`src/rtl/aggregator_fetch_scheduler_if.sv`:
```
// rtl/aggregator_fetch_scheduler_if.sv - requester and aggregator signals of the fetch scheduler
interface aggregator_fetch_scheduler_if #(
    parameter int NUM_REQ   = 3,
    parameter int FW_BITS   = 3,
    parameter int NVEC_BITS = 16
);
    localparam int IDX_W = (NUM_REQ > 1) ? $clog2(NUM_REQ) : 1;

    logic [NUM_REQ-1:0]           req;
    logic [NUM_REQ*FW_BITS-1:0]   req_fetch_width;
    logic [NUM_REQ*NVEC_BITS-1:0] req_num_vectors;
    logic [NUM_REQ-1:0]           grant;
    logic [IDX_W-1:0]             grant_idx;
    logic [NUM_REQ-1:0]           done;
    logic                         busy;
    logic                         agg_change_fetch_width;
    logic [FW_BITS-1:0]           agg_fetch_width;
    logic                         agg_stream_en;
    logic                         agg_sender_deq;
    logic                         agg_receiver_enq;

    modport slave (
        input  req, req_fetch_width, req_num_vectors, agg_sender_deq, agg_receiver_enq,
        output grant, grant_idx, done, busy, agg_change_fetch_width, agg_fetch_width, agg_stream_en
    );

    modport master (
        output req, req_fetch_width, req_num_vectors, agg_sender_deq, agg_receiver_enq,
        input  grant, grant_idx, done, busy, agg_change_fetch_width, agg_fetch_width, agg_stream_en
    );
endinterface

```
`src/rtl/aggregator_fetch_scheduler.sv`:
```
// rtl/aggregator_fetch_scheduler.sv - round-robin sharing of one aggregator among fetch requesters
module aggregator_fetch_scheduler #(
    parameter int NUM_REQ   = 3,
    parameter int FW_BITS   = 3,
    parameter int NVEC_BITS = 16
) (
    input  logic                         clk,
    input  logic                         rst,
    aggregator_fetch_scheduler_if.slave  bus
);
    localparam int IDX_W = (NUM_REQ > 1) ? $clog2(NUM_REQ) : 1;
    localparam int WL_W  = NVEC_BITS + FW_BITS;

    typedef enum logic [2:0] {
        S_IDLE,
        S_CONFIG,
        S_STREAM,
        S_DRAIN,
        S_DONE
    } state_t;

    state_t               state_q, state_d;
    logic [IDX_W-1:0]     idx_q, idx_d;
    logic [IDX_W-1:0]     ptr_q, ptr_d;
    logic [FW_BITS-1:0]   fw_q, fw_d;
    logic [WL_W-1:0]      words_left_q, words_left_d;
    logic [NVEC_BITS-1:0] vec_left_q, vec_left_d;

    // Rotate requests so bit 0 is the current round-robin head.
    logic [2*NUM_REQ-1:0] req_dbl;
    logic [NUM_REQ-1:0]   req_rot;
    logic                 pick_found;
    logic [IDX_W-1:0]     pick_idx;
    int                   rr_sum;

    assign req_dbl = {bus.req, bus.req};
    assign req_rot = req_dbl[ptr_q +: NUM_REQ];

    always_comb begin
        pick_found = 1'b0;
        pick_idx   = ptr_q;
        rr_sum     = 0;
        for (int k = 0; k < NUM_REQ; k++) begin
            if (!pick_found && req_rot[k]) begin
                pick_found = 1'b1;
                rr_sum     = int'(ptr_q) + k;
                if (rr_sum >= NUM_REQ) begin
                    rr_sum = rr_sum - NUM_REQ;
                end
                pick_idx = IDX_W'(rr_sum);
            end
        end
    end

    logic [FW_BITS-1:0]   sel_fw;
    logic [NVEC_BITS-1:0] sel_nvec;
    assign sel_fw   = bus.req_fetch_width[pick_idx*FW_BITS +: FW_BITS];
    assign sel_nvec = bus.req_num_vectors[pick_idx*NVEC_BITS +: NVEC_BITS];

    // Handshakes outside their legal window are dropped so the counters never underflow.
    logic deq_ok, enq_ok;
    assign deq_ok = (state_q == S_STREAM) && (words_left_q != '0) && bus.agg_sender_deq;
    assign enq_ok = ((state_q == S_STREAM) || (state_q == S_DRAIN)) &&
                    (vec_left_q != '0) && bus.agg_receiver_enq;

    always_comb begin
        state_d      = state_q;
        idx_d        = idx_q;
        ptr_d        = ptr_q;
        fw_d         = fw_q;
        words_left_d = words_left_q;
        vec_left_d   = vec_left_q;
        case (state_q)
            S_IDLE: begin
                if (pick_found) begin
                    idx_d        = pick_idx;
                    fw_d         = sel_fw;
                    vec_left_d   = sel_nvec;
                    words_left_d = WL_W'(sel_nvec) * (WL_W'(sel_fw) + WL_W'(1));
                    state_d      = (sel_nvec == '0) ? S_DONE : S_CONFIG;
                end
            end
            S_CONFIG: state_d = S_STREAM;
            S_STREAM: begin
                if (deq_ok) words_left_d = words_left_q - WL_W'(1);
                if (enq_ok) vec_left_d = vec_left_q - NVEC_BITS'(1);
                // Last vector may already be out when the last word goes; skip DRAIN then.
                if (words_left_d == '0) begin
                    state_d = (vec_left_d == '0) ? S_DONE : S_DRAIN;
                end
            end
            S_DRAIN: begin
                if (enq_ok) vec_left_d = vec_left_q - NVEC_BITS'(1);
                if (vec_left_d == '0) state_d = S_DONE;
            end
            S_DONE: begin
                ptr_d   = (idx_q == IDX_W'(NUM_REQ - 1)) ? '0 : idx_q + 1'b1;
                state_d = S_IDLE;
            end
            default: state_d = S_IDLE;
        endcase
    end

    always_ff @(posedge clk) begin
        if (rst) begin
            state_q      <= S_IDLE;
            idx_q        <= '0;
            ptr_q        <= '0;
            fw_q         <= '0;
            words_left_q <= '0;
            vec_left_q   <= '0;
        end else begin
            state_q      <= state_d;
            idx_q        <= idx_d;
            ptr_q        <= ptr_d;
            fw_q         <= fw_d;
            words_left_q <= words_left_d;
            vec_left_q   <= vec_left_d;
        end
    end

    logic [NUM_REQ-1:0] idx_onehot;
    logic               granted;
    assign idx_onehot = {{(NUM_REQ-1){1'b0}}, 1'b1} << idx_q;
    assign granted    = (state_q == S_CONFIG) || (state_q == S_STREAM) || (state_q == S_DRAIN);

    assign bus.grant                  = granted ? idx_onehot : '0;
    assign bus.done                   = (state_q == S_DONE) ? idx_onehot : '0;
    assign bus.grant_idx              = idx_q;
    assign bus.busy                   = (state_q != S_IDLE);
    assign bus.agg_change_fetch_width = (state_q == S_CONFIG);
    assign bus.agg_fetch_width        = fw_q;
    assign bus.agg_stream_en          = (state_q == S_STREAM) && (words_left_q != '0);
endmodule

```
`src/flat_wrapper.sv`:
```
// flat-port wrapper written by rule: the top's interface ports become plain ports
module aggregator_fetch_scheduler_flat 
#(
    parameter int NUM_REQ   = 3,
    parameter int FW_BITS   = 3,
    parameter int NVEC_BITS = 16
)
  (clk, rst, bus_req, bus_req_fetch_width, bus_req_num_vectors, bus_agg_sender_deq, bus_agg_receiver_enq, bus_grant, bus_grant_idx, bus_done, bus_busy, bus_agg_change_fetch_width, bus_agg_fetch_width, bus_agg_stream_en);
  aggregator_fetch_scheduler_if #(.NUM_REQ(NUM_REQ), .FW_BITS(FW_BITS), .NVEC_BITS(NVEC_BITS)) bus_i ();
  input  logic clk;
  input  logic rst;
  input wire logic [$bits(bus_i.req)-1:0] bus_req;
  input wire logic [$bits(bus_i.req_fetch_width)-1:0] bus_req_fetch_width;
  input wire logic [$bits(bus_i.req_num_vectors)-1:0] bus_req_num_vectors;
  input wire logic [$bits(bus_i.agg_sender_deq)-1:0] bus_agg_sender_deq;
  input wire logic [$bits(bus_i.agg_receiver_enq)-1:0] bus_agg_receiver_enq;
  output wire logic [$bits(bus_i.grant)-1:0] bus_grant;
  output wire logic [$bits(bus_i.grant_idx)-1:0] bus_grant_idx;
  output wire logic [$bits(bus_i.done)-1:0] bus_done;
  output wire logic [$bits(bus_i.busy)-1:0] bus_busy;
  output wire logic [$bits(bus_i.agg_change_fetch_width)-1:0] bus_agg_change_fetch_width;
  output wire logic [$bits(bus_i.agg_fetch_width)-1:0] bus_agg_fetch_width;
  output wire logic [$bits(bus_i.agg_stream_en)-1:0] bus_agg_stream_en;
  assign bus_i.req = bus_req;
  assign bus_i.req_fetch_width = bus_req_fetch_width;
  assign bus_i.req_num_vectors = bus_req_num_vectors;
  assign bus_i.agg_sender_deq = bus_agg_sender_deq;
  assign bus_i.agg_receiver_enq = bus_agg_receiver_enq;
  assign bus_grant = bus_i.grant;
  assign bus_grant_idx = bus_i.grant_idx;
  assign bus_done = bus_i.done;
  assign bus_busy = bus_i.busy;
  assign bus_agg_change_fetch_width = bus_i.agg_change_fetch_width;
  assign bus_agg_fetch_width = bus_i.agg_fetch_width;
  assign bus_agg_stream_en = bus_i.agg_stream_en;
  aggregator_fetch_scheduler #(.NUM_REQ(NUM_REQ), .FW_BITS(FW_BITS), .NVEC_BITS(NVEC_BITS)) u_core (.clk(clk), .rst(rst), .bus(bus_i));
endmodule
```
`config.mk`:
```
export PLATFORM = sky130hd
export DESIGN_NAME = aggregator_fetch_scheduler_flat
export DESIGN_NICKNAME = d
export VERILOG_FILES = /design/src/rtl/aggregator_fetch_scheduler_if.sv /design/src/rtl/aggregator_fetch_scheduler.sv /design/src/flat_wrapper.sv
export SDC_FILE = /design/constraint.sdc
export NUM_CORES = 1
export LEC_CHECK = 0
export ABC_CLOCK_PERIOD_IN_PS = 6000
export BUFFER_PORTS_ARGS = -buffer_cell sky130_fd_sc_hd__clkbuf_2
export CAP_MARGIN = 15
export CORE_MARGIN = 10
export CORE_UTILIZATION = 45
export CTS_BUF_LIST = sky130_fd_sc_hd__clkbuf_4
export DETAILED_ROUTE_END_ITERATION = 10
export HOLD_SLACK_MARGIN = 0.06
export PLACE_DENSITY = 0.67
export SETUP_SLACK_MARGIN = 0.15
export SLEW_MARGIN = 25
export SYNTH_ARGS = -nofsm -noshare
export SYNTH_HDL_FRONTEND = slang
export SYNTH_SLANG_ARGS = --single-unit
```
`constraint.sdc`:
```
create_clock -name clk -period 6 [get_ports clk]
set_clock_uncertainty 0.05 [all_clocks]
set_input_delay 0.3 -clock clk [delete_from_list [all_inputs] [get_ports clk]]
set_output_delay 0.3 -clock clk [all_outputs]
set_load 0.01 [all_outputs]
```
==> reports/results.md, run 1 <==
| Metric | Value | Unit |
|:---|:---|:---|
| Result of the run | finished, final reports clean | - |
| Class of the tightest hold or removal check | in2reg | - |
| First-pass GRT wire length | 30.2 | mm |
| Fillers | 1185 | - |
| Average vias per placed instance | 5.80 | - |
| EDFF count, synth | 0 | - |
| Part of the power in combinational logic | 69.4 | % |
| Number of endpoints failing setup at the final stage | 0 | - |
| Cell area after technology mapping | 0.00595 | mm² |
| CTS max path bufs | 2 | - |
| Cell Pwr Density | 344 | mW/mm² |
| Mean routed wirelength per cell | 17.6 | µm |
| Count of distinct cell types in the synthesized netlist | 86 | - |
| Half-perimeter wire length after detailed placement | 14.2 | mm |
| Top-Level Pins | 78 | - |
| Switching part of the total power | 50.4 | % |
| Fraction of registers with async set or reset after synthesis | 0 | % |
| Number of global-route vias before repair | 6024 | - |
| Hold violation count in the final report | 0 | - |
| Overall Global Routing Usage | 19.8 | % |
| Total of flip-flops plus latches after synthesis | 45 | - |
| Required time of the worst setup path | 6.23 | ns |
| Setup repair after global routing missed its margin | true | - |
| Prevailing post-synth register cell | sky130_fd_sc_hd__dfxtp_1 | - |
| Count of vias placed by the detailed router | 6090 | - |
| Count of warnings emitted by yosys | 0 | - |
| Min Clock Period, post-route | 5.83 | ns |
| Sequential element share of the synthesized area | 15.1 | % |
| Worst ir drop on vdd | 0.133 | mV |
| Routed wire length | 18.5 | mm |
| Clock tree sinks | 45 | - |
| GPL Wtd Cong | 0.916 | - |
| Post-route setup TNS | 0 | ns |
| Average cell area after synthesis | 7.78 | µm² |
| Total Nets Final | 997 | - |
| Most frequent cells after synthesis | sky130_fd_sc_hd__nor2_1 (97), sky130_fd_sc_hd__inv_1 (67), sky130_fd_sc_hd__dfxtp_1 (45) | - |
| Overall power consumption | 2500 | µW |
| Syn-to-layout area delta | 22.2 | % |
| Final instance area | 0.00727 | mm² |
| Area of all sequential standard cells | 908 | µm² |
| Drt pass-1 iters | 5 | - |
| Path type of the worst setup path | reg2reg | - |
| Tightest Pin Transition | 1.04 | ns |
| Placement Rows | 41 | - |
| Worst skew pair latency | 0.39 | ns |
| Leak Pwr | 0.00324 | µW |
| Element type at the critical path end | flop | - |
| Starting Density | 46.6 | % |
| Die area | 0.0182 | mm² |
| Final clock period utilization by the worst path | 97.2 | % |
| Library cell used as clock root buffer | sky130_fd_sc_hd__clkbuf_4 | - |
| Clock edge transition at the registers on the reported setup and hold paths | 0.16 | ns |
| Count of hold-fix buffers inserted at cts | 0 | - |
| Max-cap viol count | 0 | - |
| Residual DRC | 0 | - |
| Top-count cell post-synth | sky130_fd_sc_hd__nor2_1 | - |
| Signal arrival time at the worst endpoint | 6.06 | ns |
| Ranking of synthesized cells by area | sky130_fd_sc_hd__dfxtp_1 (15%), sky130_fd_sc_hd__fa_1 (9.4%), sky130_fd_sc_hd__nor2_1 (6.1%) | - |
| CTS HTree Levels | 2 | - |
| Pint | 1240 | µW |
| Clock group share of total power | 8.3 | % |
| Worst max-slew margin expressed relative to the limit | 30.5 | % |
| Mapped Cells | 765 | - |
| Crit path launch type | flop | - |
| Core Region | 0.0128 | mm² |
| Starting DRC count in detailed routing | 538 | - |
| Fraction of final layout cells sized beyond drive strength 1 | 27.8 | % |
| Number of antenna violations at the first check in global routing | 1 | - |
| Hold WS | 0.293 | ns |
| Die height | 135 | µm |
| Maximum fanout count along the critical path | 7 | - |
| TritonCTS Buffers | 5 | - |
| Post-DP Area | 0.00673 | mm² |
| Cell type contributing the most total cell area after synthesis | sky130_fd_sc_hd__dfxtp_1 | - |
| Sw power | 1260 | µW |
| Pin count of the biggest net entering global routing | 46 | - |
| Horiz. Die Dim | 135 | µm |
| Sequential share of power | 22.3 | % |
| Antenna violation net count after detailed routing | 0 | - |
| Area taken by multi-input logic gates | 0.00484 | mm² |
| Maximum operating frequency | 171 | MHz |
| Net count after synthesis | 886 | - |
| TritonCTS clock tree | yes | - |
| Number of pins with negative max-slew slack in the final report | 0 | - |
| I/O Buffers | 77 | - |
| Fraction of post-synthesis cell area in the top cell type by area | 15.1 | % |
| Total grt overflow | 0 | - |
==> registers in the layout (all words and copies together) (netlist names) <==
name	count
u_core.words_left_q	19
u_core.vec_left_q	16
u_core.bus.agg_fetch_width	3
u_core.state_q	3
u_core.bus.grant_idx	2
u_core.ptr_q	2
==> through the flow <==
| step | setup slack (ns) | cells | utilization, % |
|---|---|---|---|
| 2_1_floorplan | 0.110 | 765 | - |
| 3_5_place_dp | -0.0967 | 1018 | 52.7 |
| 3_3_place_gp | 0.0415 | 1018 | 52.7 |
| 5_1_grt | -0.0687 | 1050 | 56.9 |
| 6_report | 0.166 | 1050 | 56.9 |
| 4_1_cts | 0.133 | 1043 | 55.5 |
==> path summary, 6_finish.rpt <==
| kind | from | endpoint | slack [ns] | cells past startpoint |
|---|---|---|---|---|
| worst max register to register | u_core.ptr_q[1] | u_core.words_left_q[14] | 0.17 | 24 |
| worst min-delay path | bus_agg_receiver_enq | u_core.vec_left_q[3] | 0.29 | 4 |
| worst min register to register | u_core.bus.agg_fetch_width[0] | u_core.bus.agg_fetch_width[0] | 0.46 | 2 |
| worst max-delay path | u_core.ptr_q[1] | u_core.words_left_q[14] | 0.17 | 24 |
==> cell usage in the layout, fill, tap and decap left out, types with 4 or more instances in the layout <==
cell	count
sky130_fd_sc_hd__nor2_1	92
sky130_fd_sc_hd__clkbuf_2	77
sky130_fd_sc_hd__buf_4	67
sky130_fd_sc_hd__inv_1	64
sky130_fd_sc_hd__dfxtp_1	43
sky130_fd_sc_hd__nand2_1	39
sky130_fd_sc_hd__a21oi_1	36
sky130_fd_sc_hd__nor3_1	29
sky130_fd_sc_hd__o21ai_0	27
sky130_fd_sc_hd__nand2b_1	26
sky130_fd_sc_hd__fa_1	26
sky130_fd_sc_hd__mux2i_1	23
sky130_fd_sc_hd__nor4_1	20
sky130_fd_sc_hd__a211oi_1	19
sky130_fd_sc_hd__ha_1	19
sky130_fd_sc_hd__nor2b_1	16
sky130_fd_sc_hd__nand3_1	13
sky130_fd_sc_hd__a2bb2oi_2	13
sky130_fd_sc_hd__or3_1	12
sky130_fd_sc_hd__xnor2_1	10
sky130_fd_sc_hd__o211ai_1	7
sky130_fd_sc_hd__nand4_1	7
sky130_fd_sc_hd__o21a_1	7
sky130_fd_sc_hd__a21o_1	7
sky130_fd_sc_hd__a22oi_1	7
sky130_fd_sc_hd__ha_4	7
sky130_fd_sc_hd__nor3b_1	6
sky130_fd_sc_hd__and3_1	6
sky130_fd_sc_hd__clkbuf_4	6
sky130_fd_sc_hd__a2bb2oi_1	5
sky130_fd_sc_hd__or4_1	5
sky130_fd_sc_hd__nor2_2	5
sky130_fd_sc_hd__o21ai_1	5
sky130_fd_sc_hd__xor2_1	5
sky130_fd_sc_hd__nand4b_1	4
sky130_fd_sc_hd__a22o_1	4
sky130_fd_sc_hd__a221oi_1	4
sky130_fd_sc_hd__o21ai_2	4
==> cells by family after synthesis <==
logic type | share of synthesized area [%]
AOI/OAI and AO/OA | 23.0
and+or+nand+nor | 27.8
xor gates and xnor gates | 2.65
muxes | 5.95
adders and majority gates | 15.7
buffers and inverters | 9.74
DFF | 15.1
==> cell type report <==
cell class	instances	area share, %
multi-input combinational	608	66.6
timing repair buffer	149	13.2
sequential	45	12.5
inverter	67	3.51
tap	172	2.96
clock buffer	6	0.619
clock inverter	2	0.533
antenna	1	0.0344
==> power groups by stage <==
| stage | clock, µW | combinational (µW) | sequential [µW] |
|---|---|---|---|
| 3_5_place_dp | 0 | 1580 | 558 |
| 5_1_grt | 223 | 1930 | 578 |
| 3_3_place_gp | 0 | 1560 | 553 |
| 2_1_floorplan | 0 | 1230 | 485 |
| 4_1_cts | 213 | 1650 | 551 |
| 6_report | 208 | 1730 | 558 |
==> worst max-delay path, cell delays in order (launching register included) <==
cell	delay, ns
sky130_fd_sc_hd__dfxtp_4	0.40
sky130_fd_sc_hd__or4bb_4	0.55
sky130_fd_sc_hd__a31oi_4	0.23
sky130_fd_sc_hd__a41oi_4	0.08
sky130_fd_sc_hd__o211a_4	0.33
sky130_fd_sc_hd__buf_12	0.14
sky130_fd_sc_hd__mux2i_2	0.14
sky130_fd_sc_hd__o21a_1	0.21
sky130_fd_sc_hd__or3_4	0.39
sky130_fd_sc_hd__or2_1	0.25
sky130_fd_sc_hd__fa_1	0.56
sky130_fd_sc_hd__inv_2	0.05
sky130_fd_sc_hd__fa_2	0.47
sky130_fd_sc_hd__fa_2	0.39
sky130_fd_sc_hd__a21oi_4	0.17
sky130_fd_sc_hd__o21ai_2	0.10
sky130_fd_sc_hd__o22ai_4	0.18
sky130_fd_sc_hd__o21ai_4	0.10
sky130_fd_sc_hd__buf_4	0.14
sky130_fd_sc_hd__buf_4	0.12
sky130_fd_sc_hd__buf_4	0.13
sky130_fd_sc_hd__o21ai_2	0.10
sky130_fd_sc_hd__nand2b_1	0.10
sky130_fd_sc_hd__xnor2_2	0.14
sky130_fd_sc_hd__a211oi_1	0.20
==> repair_timing <==
action | 4_1_cts | 5_1_grt
pin swaps | 28 | 17
setup endpoints to repair | 6 | 10
setup buffers | 17 | 6
resized for setup | 27 | 24
==> layer usage <==
metal	vias up	global-route usage, %	share of wire [%]
li1	2966	-	-
met1	2862	25.5	45
met2	229	32.6	47
met3	33	3.04	5.8
met4	0	6.94	2.4
met5	-	0	0
Note: power is estimated with default switching activity, not from simulation.
==> run 2, diff against run 1 <==
- ABC_AREA: not set -> 1
==> reports/results.md, run 2 <==
| Metric | Value | Unit | Change |
|:---|:---|:---|:---|
| Result of the run | finished, final reports clean | - | unchanged |
| Antenna violation net count after detailed routing | 0 | - | unchanged |
| Syn-to-layout area delta | 11.4 | % | was 22.2% |
| First-pass GRT wire length | 30.3 | mm | was 30.2 mm |
| Cell Count, Final, Fillers Out | 1286 | - | was 1050 |
| Post-cts sizing count | 0 | - | was 27 |
| Required time of the worst setup path | 6.24 | ns | was 6.23 ns |
| Routed wire length | 17.9 | mm | was 18.5 mm |
| Residual DRC | 0 | - | unchanged |
| R2R Path Start | u_core.ptr_q[0] | - | was u_core.ptr_q[1] |
| Average cell area after synthesis | 5.91 | µm² | was 7.78 µm² |
| Drt pass-1 iters | 7 | - | was 5 |
| Horiz. Die Dim | 137 | µm | was 135 µm |
| Overall Global Routing Usage | 19.6 | % | was 19.8% |
| Count of vias placed by the detailed router | 6550 | - | was 6090 |
| Register-to-register setup slack | 0.64 | ns | was 0.17 ns |
| TritonCTS Buffers | 5 | - | unchanged |
| Maximum operating frequency | 187 | MHz | was 171 MHz |
| Number of global-route vias before repair | 6349 | - | was 6024 |
| Cells on worst reg2reg path | 30 | - | was 24 |
| Top-Level Pins | 78 | - | unchanged |
| Worst setup path start | u_core.ptr_q[0] | - | was u_core.ptr_q[1] |
| Ranking of synthesized cells by area | sky130_fd_sc_hd__nand2_1 (17%), sky130_fd_sc_hd__dfxtp_1 (15%), sky130_fd_sc_hd__inv_1 (10%) | - | was sky130_fd_sc_hd__dfxtp_1 (15%), sky130_fd_sc_hd__fa_1 (9.4%), sky130_fd_sc_hd__nor2_1 (6.1%) |
| I/O Buffers | 77 | - | unchanged |
| Hold violation count in the final report | 0 | - | unchanged |
| Worst skew pair latency | 0.38 | ns | was 0.39 ns |
| Count of warnings emitted by yosys | 0 | - | unchanged |
| Element type at the critical path end | flop | - | unchanged |
| Signal arrival time at the worst endpoint | 5.60 | ns | was 6.06 ns |
| Cell type contributing the most total cell area after synthesis | sky130_fd_sc_hd__nand2_1 | - | was sky130_fd_sc_hd__dfxtp_1 |
| Total grt overflow | 0 | - | unchanged |
| Prevailing post-synth register cell | sky130_fd_sc_hd__dfxtp_1 | - | unchanged |
| CTS HTree Levels | 2 | - | unchanged |
| Min Clock Period, post-route | 5.36 | ns | was 5.83 ns |
| Pin count of the biggest net entering global routing | 26 | - | was 46 |
| Total Nets Final | 1230 | - | was 997 |
| Library cell used as clock root buffer | sky130_fd_sc_hd__clkbuf_4 | - | unchanged |
| Slowest stage cell on the critical path | sky130_fd_sc_hd__fa_1 | - | unchanged |
| Top Registers | u_core.words_left_q (19), u_core.vec_left_q (16) | - | unchanged |
| Most frequent cells after synthesis | sky130_fd_sc_hd__nand2_1 (280), sky130_fd_sc_hd__inv_1 (167), sky130_fd_sc_hd__nor2_1 (146) | - | was sky130_fd_sc_hd__nor2_1 (97), sky130_fd_sc_hd__inv_1 (67), sky130_fd_sc_hd__dfxtp_1 (45) |
| Top-count cell post-synth | sky130_fd_sc_hd__nand2_1 | - | was sky130_fd_sc_hd__nor2_1 |
| Number of pins with negative max-slew slack in the final report | 0 | - | unchanged |
| Number of antenna violations at the first check in global routing | 1 | - | unchanged |
| Setup repair after global routing missed its margin | false | - | was true |
| Max-cap viol count | 0 | - | unchanged |
| Most prevalent standard cell on the critical path | sky130_fd_sc_hd__inv_1 | - | was sky130_fd_sc_hd__buf_4 |
| Number of flip-flops under the largest register name | 19 | - | unchanged |
| Class of the tightest hold or removal check | in2reg | - | unchanged |
| Uppermost signal routing layer after detailed routing | met4 | - | unchanged |
| Number of endpoints failing setup at the final stage | 0 | - | unchanged |
| Placement Rows | 42 | - | was 41 |
| GPL Wtd Cong | 0.907 | - | was 0.916 |
| Path type of the worst setup path | reg2reg | - | unchanged |
| Starting Density | 46.3 | % | was 46.6% |
| Average vias per placed instance | 5.09 | - | was 5.80 |
| Routed wire length on met2 | 8.22 | mm | was 8.70 mm |
| Net count after synthesis | 1162 | - | was 886 |
| Die height | 137 | µm | was 135 µm |
| Overall power consumption | 3870 | µW | was 2500 µW |
| Highest-count cells in the layout ignoring fill and taps | sky130_fd_sc_hd__nand2_1 (280), sky130_fd_sc_hd__inv_1 (166), sky130_fd_sc_hd__nor2_1 (146) | - | was sky130_fd_sc_hd__nor2_1 (92), sky130_fd_sc_hd__clkbuf_2 (77), sky130_fd_sc_hd__buf_4 (67) |
| Largest register by flop count | u_core.words_left_q | - | unchanged |
| TritonCTS clock tree | yes | - | unchanged |
| Cell area after technology mapping | 0.00615 | mm² | was 0.00595 mm² |
| Starting DRC count in detailed routing | 495 | - | was 538 |
| Mean routed wirelength per cell | 13.9 | µm | was 17.6 µm |
| Fraction of final layout cells sized beyond drive strength 1 | 12.4 | % | was 27.8% |
| R2r endpoint | u_core.words_left_q[16] | - | was u_core.words_left_q[14] |
| Worst hold stages | 7 | - | was 4 |
| Crit path launch type | flop | - | unchanged |
| Final clock period utilization by the worst path | 89.4 | % | was 97.2% |
| Cell Pwr Density | 564 | mW/mm² | was 344 mW/mm² |
| EDFF count, synth | 0 | - | unchanged |
| Total of flip-flops plus latches after synthesis | 45 | - | unchanged |
| Sequential element share of the synthesized area | 14.6 | % | was 15.1% |
| Most common library cell in the layout ignoring fill and taps | sky130_fd_sc_hd__nand2_1 | - | was sky130_fd_sc_hd__nor2_1 |
| Number of placed cells counting well taps | 1278 | - | was 1018 |
| Maximum fanout count along the critical path | 14 | - | was 7 |
| Mapped Cells | 1041 | - | was 765 |
| Sink of the worst hold path | u_core.bus.agg_fetch_width[1] | - | was u_core.vec_left_q[3] |
| Worst max-slew margin expressed relative to the limit | 47.5 | % | was 30.5% |
| Tightest Pin Transition | 0.787 | ns | was 1.04 ns |
| Core Region | 0.0133 | mm² | was 0.0128 mm² |
| Clock edge transition at the registers on the reported setup and hold paths | 0.14 | ns | was 0.16 ns |
| CP max stage delay | 0.52 | ns | was 0.56 ns |
| CTS max path bufs | 2 | - | unchanged |
| Fillers | 1465 | - | was 1185 |
| Count of distinct cell types in the synthesized netlist | 39 | - | was 86 |
| Fraction of registers with async set or reset after synthesis | 0 | % | unchanged |
| Fraction of post-synthesis cell area in the top cell type by area | 17.1 | % | was 15.1% |
| Clock tree sinks | 45 | - | unchanged |
| Post-route setup TNS | 0 | ns | unchanged |
| Die area | 0.0187 | mm² | was 0.0182 mm² |
| Min-Delay Startpoint | bus_req_fetch_width[7] | - | was bus_agg_receiver_enq |
| DRT met1 WL | 8.31 | mm | was 8.26 mm |
| Routed wl met3 | 1.12 | mm | was 1.07 mm |
| Half-perimeter wire length after detailed placement | 14.4 | mm | was 14.2 mm |
| Number of setup buffers added after CTS | 0 | - | was 17 |
| Leak Pwr | 0.00370 | µW | was 0.00324 µW |
| Count of hold-fix buffers inserted at cts | 0 | - | unchanged |
| Worst ir drop on vdd | 0.316 | mV | was 0.133 mV |
## run 2: cell type report
type	count	area (µm²)	share of cell area, %
antenna	1	2.50	0.0365
inverter	174	656	9.57
clock buffer	5	37.5	0.548
multi-input combinational	791	4490	65.5
clock inverter	2	35.0	0.511
timing repair buffer	92	505	7.37
tap	176	220	3.21
sequential	45	906	13.2
## run 2: report_power, final
group	internal, µW	switching, µW	leakage, µW
registers	422	138	0.000374
clock network	85.0	109	0.0000411
logic	1110	2000	0.00329
## run 2: routing by layer
layer	track usage, %	up-vias
li1	-	3414
met1	26.3	2941
met2	32.8	181
met3	2.79	14
met4	3.81	0
met5	0	-
## run 2: cell families (layout without fill, tap and decap cells)
| group | Yosys count | count (layout) | share of synthesized area [%] |
|---|---|---|---|
| buf+inv | 205 | 273 | 13.2 |
| compound gates | 154 | 154 | 14.3 |
| fa+ha+maj | 57 | 57 | 15.0 |
| xor+xnor | 38 | 38 | 5.53 |
| simple gates | 542 | 542 | 37.3 |
| flops | 45 | 45 | 14.6 |
| other cells | 0 | 1 | 0 |
## run 2: worst max-delay path by stage
stage	cells after the start	slack, ns	end
2_1_floorplan	38	0.67	u_core.words_left_q[15]
3_3_place_gp	37	0.39	u_core.words_left_q[15]
3_5_place_dp	37	0.28	u_core.words_left_q[15]
4_1_cts	37	0.25	u_core.words_left_q[15]
5_1_grt	36	0.14	u_core.words_left_q[15]
6_report	30	0.64	u_core.words_left_q[16]
## run 2: critical path: cells and delay by family, from the launching register on
family,cells,cell delay (ns)
fa+ha+maj,4,1.52
compound gates,7,1.16
simple gates,10,1.06
buf+inv,8,0.82
flops,1,0.40
xor+xnor,1,0.22
## run 2: metrics by stage
step           util (%)  hold slack [ns]  setup slack, ns  area [µm²]
6_report           51.6            0.361            0.639        6850
3_3_place_gp       50.5            0.406            0.394        6710
5_1_grt            51.6            0.399            0.137        6850
3_5_place_dp       50.5            0.412            0.283        6710
4_1_cts            51.0            0.365            0.254        6780
2_1_floorplan         -            0.395            0.667        6150
==> run 3, diff against run 2 <==
- ABC_CLOCK_PERIOD_IN_PS: 6000 -> 5200
- PLACE_DENSITY: 0.67 -> not set
- clock period: 6 -> 5.2 ns (I/O delays scaled with it)
==> reports/results.md, run 3 (same netlist as run 2, synthesis figures left out) <==
| Metric | Value | Unit | Change |
|:---|:---|:---|:---|
| Buf/Inv on CP | 13 | - | was 8 |
| Min Clock Period, post-route | 5.02 | ns | was 5.36 ns |
| Result of the run | finished, final reports clean | - | unchanged |
| Signal arrival time at the worst endpoint | 5.27 | ns | was 5.60 ns |
| Worst ir drop on vdd | 0.566 | mV | was 0.316 mV |
| Residual DRC | 0 | - | unchanged |
| Tightest Pin Transition | 0.926 | ns | was 0.787 ns |
| Cell class contributing the biggest share of worst-path delay | adder cells | - | unchanged |
| Part of the power in combinational logic | 83.4 | % | was 80.5% |
| Element type at the critical path end | flop | - | unchanged |
| Overall Global Routing Usage | 21.4 | % | was 19.6% |
| Number of endpoints failing setup at the final stage | 0 | - | unchanged |
| Die area | 0.0187 | mm² | unchanged |
| Leak Pwr | 0.00399 | µW | was 0.00370 µW |
| Number of antenna violations at the first check in global routing | 1 | - | unchanged |
| Placement Rows | 42 | - | unchanged |
| Post-place setup slack | -0.0584 | ns | was 0.283 ns |
| Slowest stage cell on the critical path | sky130_fd_sc_hd__fa_2 | - | was sky130_fd_sc_hd__fa_1 |
| Setup repair after global routing missed its margin | true | - | was false |
| Sequential share of power | 11.8 | % | was 14.5% |
| Most common library cell in the layout ignoring fill and taps | sky130_fd_sc_hd__nand2_1 | - | unchanged |
| First-pass GRT wire length | 32.0 | mm | was 30.3 mm |
| Horiz. Die Dim | 137 | µm | unchanged |
| Hold violation count in the final report | 0 | - | unchanged |
| Required time of the worst setup path | 5.45 | ns | was 6.24 ns |
| Top Registers | u_core.words_left_q (19), u_core.vec_left_q (16) | - | unchanged |
| Count of hold-fix buffers inserted at cts | 0 | - | unchanged |
| Clock tree sinks | 45 | - | unchanged |
| Cell Count, Final, Fillers Out | 1339 | - | was 1286 |
| Cell Pwr Density | 709 | mW/mm² | was 564 mW/mm² |
| Syn-to-layout area delta | 25.3 | % | was 11.4% |
| Crit path launch type | flop | - | unchanged |
| Total grt overflow | 0 | - | unchanged |
| Top-Level Pins | 78 | - | unchanged |
| Mean routed wirelength per cell | 15.3 | µm | was 13.9 µm |
| Final clock period utilization by the worst path | 96.5 | % | was 89.4% |
| Clock group share of total power | 4.8 | % | was 5.0% |
| Average vias per placed instance | 5.15 | - | was 5.09 |
| Max-cap viol count | 0 | - | unchanged |
| Class of the tightest hold or removal check | in2reg | - | unchanged |
| Pint | 2440 | µW | was 1620 µW |
| Antenna violation net count after detailed routing | 0 | - | unchanged |
| Fraction of final layout cells sized beyond drive strength 1 | 22.8 | % | was 12.4% |
| Routed wire length | 20.4 | mm | was 17.9 mm |
| CTS max path bufs | 2 | - | unchanged |
| Number of global-route vias before repair | 6389 | - | was 6349 |
| Library cell used as clock root buffer | sky130_fd_sc_hd__clkbuf_4 | - | unchanged |
| Number of flip-flops under the largest register name | 19 | - | unchanged |
| Maximum operating frequency | 199 | MHz | was 187 MHz |
| Starting DRC count in detailed routing | 494 | - | was 495 |
| Pin count of the biggest net entering global routing | 26 | - | unchanged |
| Number of placed cells counting well taps | 1302 | - | was 1278 |
| Number of pins with negative max-slew slack in the final report | 0 | - | unchanged |
| Sw power | 3020 | µW | was 2250 µW |
| Core Region | 0.0133 | mm² | unchanged |
| Worst max-slew margin expressed relative to the limit | 38.2 | % | was 47.5% |
| Maximum fanout count along the critical path | 8 | - | was 14 |
| Switching part of the total power | 55.3 | % | was 58.1% |
| CTS HTree Levels | 2 | - | unchanged |
| Most prevalent standard cell on the critical path | sky130_fd_sc_hd__buf_4 | - | was sky130_fd_sc_hd__inv_1 |
| Clock edge transition at the registers on the reported setup and hold paths | 0.17 | ns | was 0.14 ns |
| Final worst slack | 0.183 | ns | was 0.639 ns |
| Path type of the worst setup path | reg2reg | - | unchanged |
| GPL Wtd Cong | 0.962 | - | was 0.907 |
| Largest register by flop count | u_core.words_left_q | - | unchanged |
| Half-perimeter wire length after detailed placement | 15.9 | mm | was 14.4 mm |
| Post-route setup TNS | 0 | ns | unchanged |
| Drt pass-1 iters | 5 | - | was 7 |
| CP max stage delay | 0.62 | ns | was 0.52 ns |
| Starting Density | 46.3 | % | unchanged |
| Count of vias placed by the detailed router | 6898 | - | was 6550 |
| I/O Buffers | 77 | - | unchanged |
| Total Nets Final | 1282 | - | was 1230 |
| TritonCTS clock tree | yes | - | unchanged |
| Worst skew pair latency | 0.44 | ns | was 0.38 ns |
| Highest-count cells in the layout ignoring fill and taps | sky130_fd_sc_hd__nand2_1 (265), sky130_fd_sc_hd__inv_1 (150), sky130_fd_sc_hd__nor2_1 (138) | - | was sky130_fd_sc_hd__nand2_1 (280), sky130_fd_sc_hd__inv_1 (166), sky130_fd_sc_hd__nor2_1 (146) |
| Die height | 137 | µm | unchanged |
| TritonCTS Buffers | 5 | - | unchanged |
[run 3: path summary, 6_finish.rpt]
| kind | from | endpoint | slack (ns) | cells past startpoint |
|---|---|---|---|---|
| hold / removal | bus_req_num_vectors[40] | u_core.vec_left_q[8] | 0.25 | 5 |
| setup / recovery | u_core.ptr_q[0] | u_core.words_left_q[5] | 0.18 | 33 |
| setup reg to reg | u_core.ptr_q[0] | u_core.words_left_q[5] | 0.18 | 33 |
| hold reg to reg | u_core.vec_left_q[15] | u_core.vec_left_q[15] | 0.43 | 2 |
[run 3: worst reg2reg max path, delay by kind of cell (launching register included)]
family | cells | cell delay [ns]
and+or+nand+nor | 12 | 1.10
adders and majority gates | 4 | 1.49
buffers and inverters | 13 | 1.24
AOI/OAI and AO/OA | 2 | 0.21
xor gates and xnor gates | 2 | 0.33
DFF | 1 | 0.46
[run 3: power by group through the flow]
stage          clock (µW)  combinational, µW  sequential (µW)
4_1_cts               265               3940              640
3_3_place_gp            0               3670              649
5_1_grt               279               5110              666
2_1_floorplan           0               2710              613
6_report              260               4560              645
3_5_place_dp            0               3670              648
[run 3: metal layers]
| metal | GRT usage (%) | vias up | wire [µm] |
|---|---|---|---|
| met5 | 0 | - | 0 |
| met2 | 35.9 | 187 | 9860 |
| met4 | 5.56 | 0 | 370 |
| met1 | 28.1 | 3172 | 9120 |
| met3 | 3.01 | 25 | 1080 |
| li1 | - | 3514 | - |
[run 3: repair_timing]
item | CTS | global route
gates cloned | 1 | 0
pin swaps | 27 | 44
buffers inserted | 15 | 12
setup endpoints to repair | 9 | 11
resized for setup | 46 | 71
[run 3: cell type report]
| type | count | area (µm²) |
|---|---|---|
| timing repair buffer | 143 | 920 |
| fill | 1366 | 5590 |
| tap | 176 | 220 |
| antenna | 1 | 2.50 |
| sequential | 45 | 906 |
| multi-input combinational | 792 | 4900 |
| clock buffer | 6 | 45.0 |
| inverter | 174 | 671 |
| clock inverter | 2 | 38.8 |
[run 3: metrics by stage]
stage / utilization [%] / cell area (µm²) / hold slack (ns) / total power, µW
3_3_place_gp: 51.9 / 6900 / 0.406 / 4320
6_report: 58.0 / 7700 / 0.254 / 5460
4_1_cts: 54.9 / 7300 / 0.241 / 4840
3_5_place_dp: 51.9 / 6900 / 0.418 / 4320
5_1_grt: 58.0 / 7700 / 0.274 / 6060
2_1_floorplan: - / 6160 / 0.366 / 3330
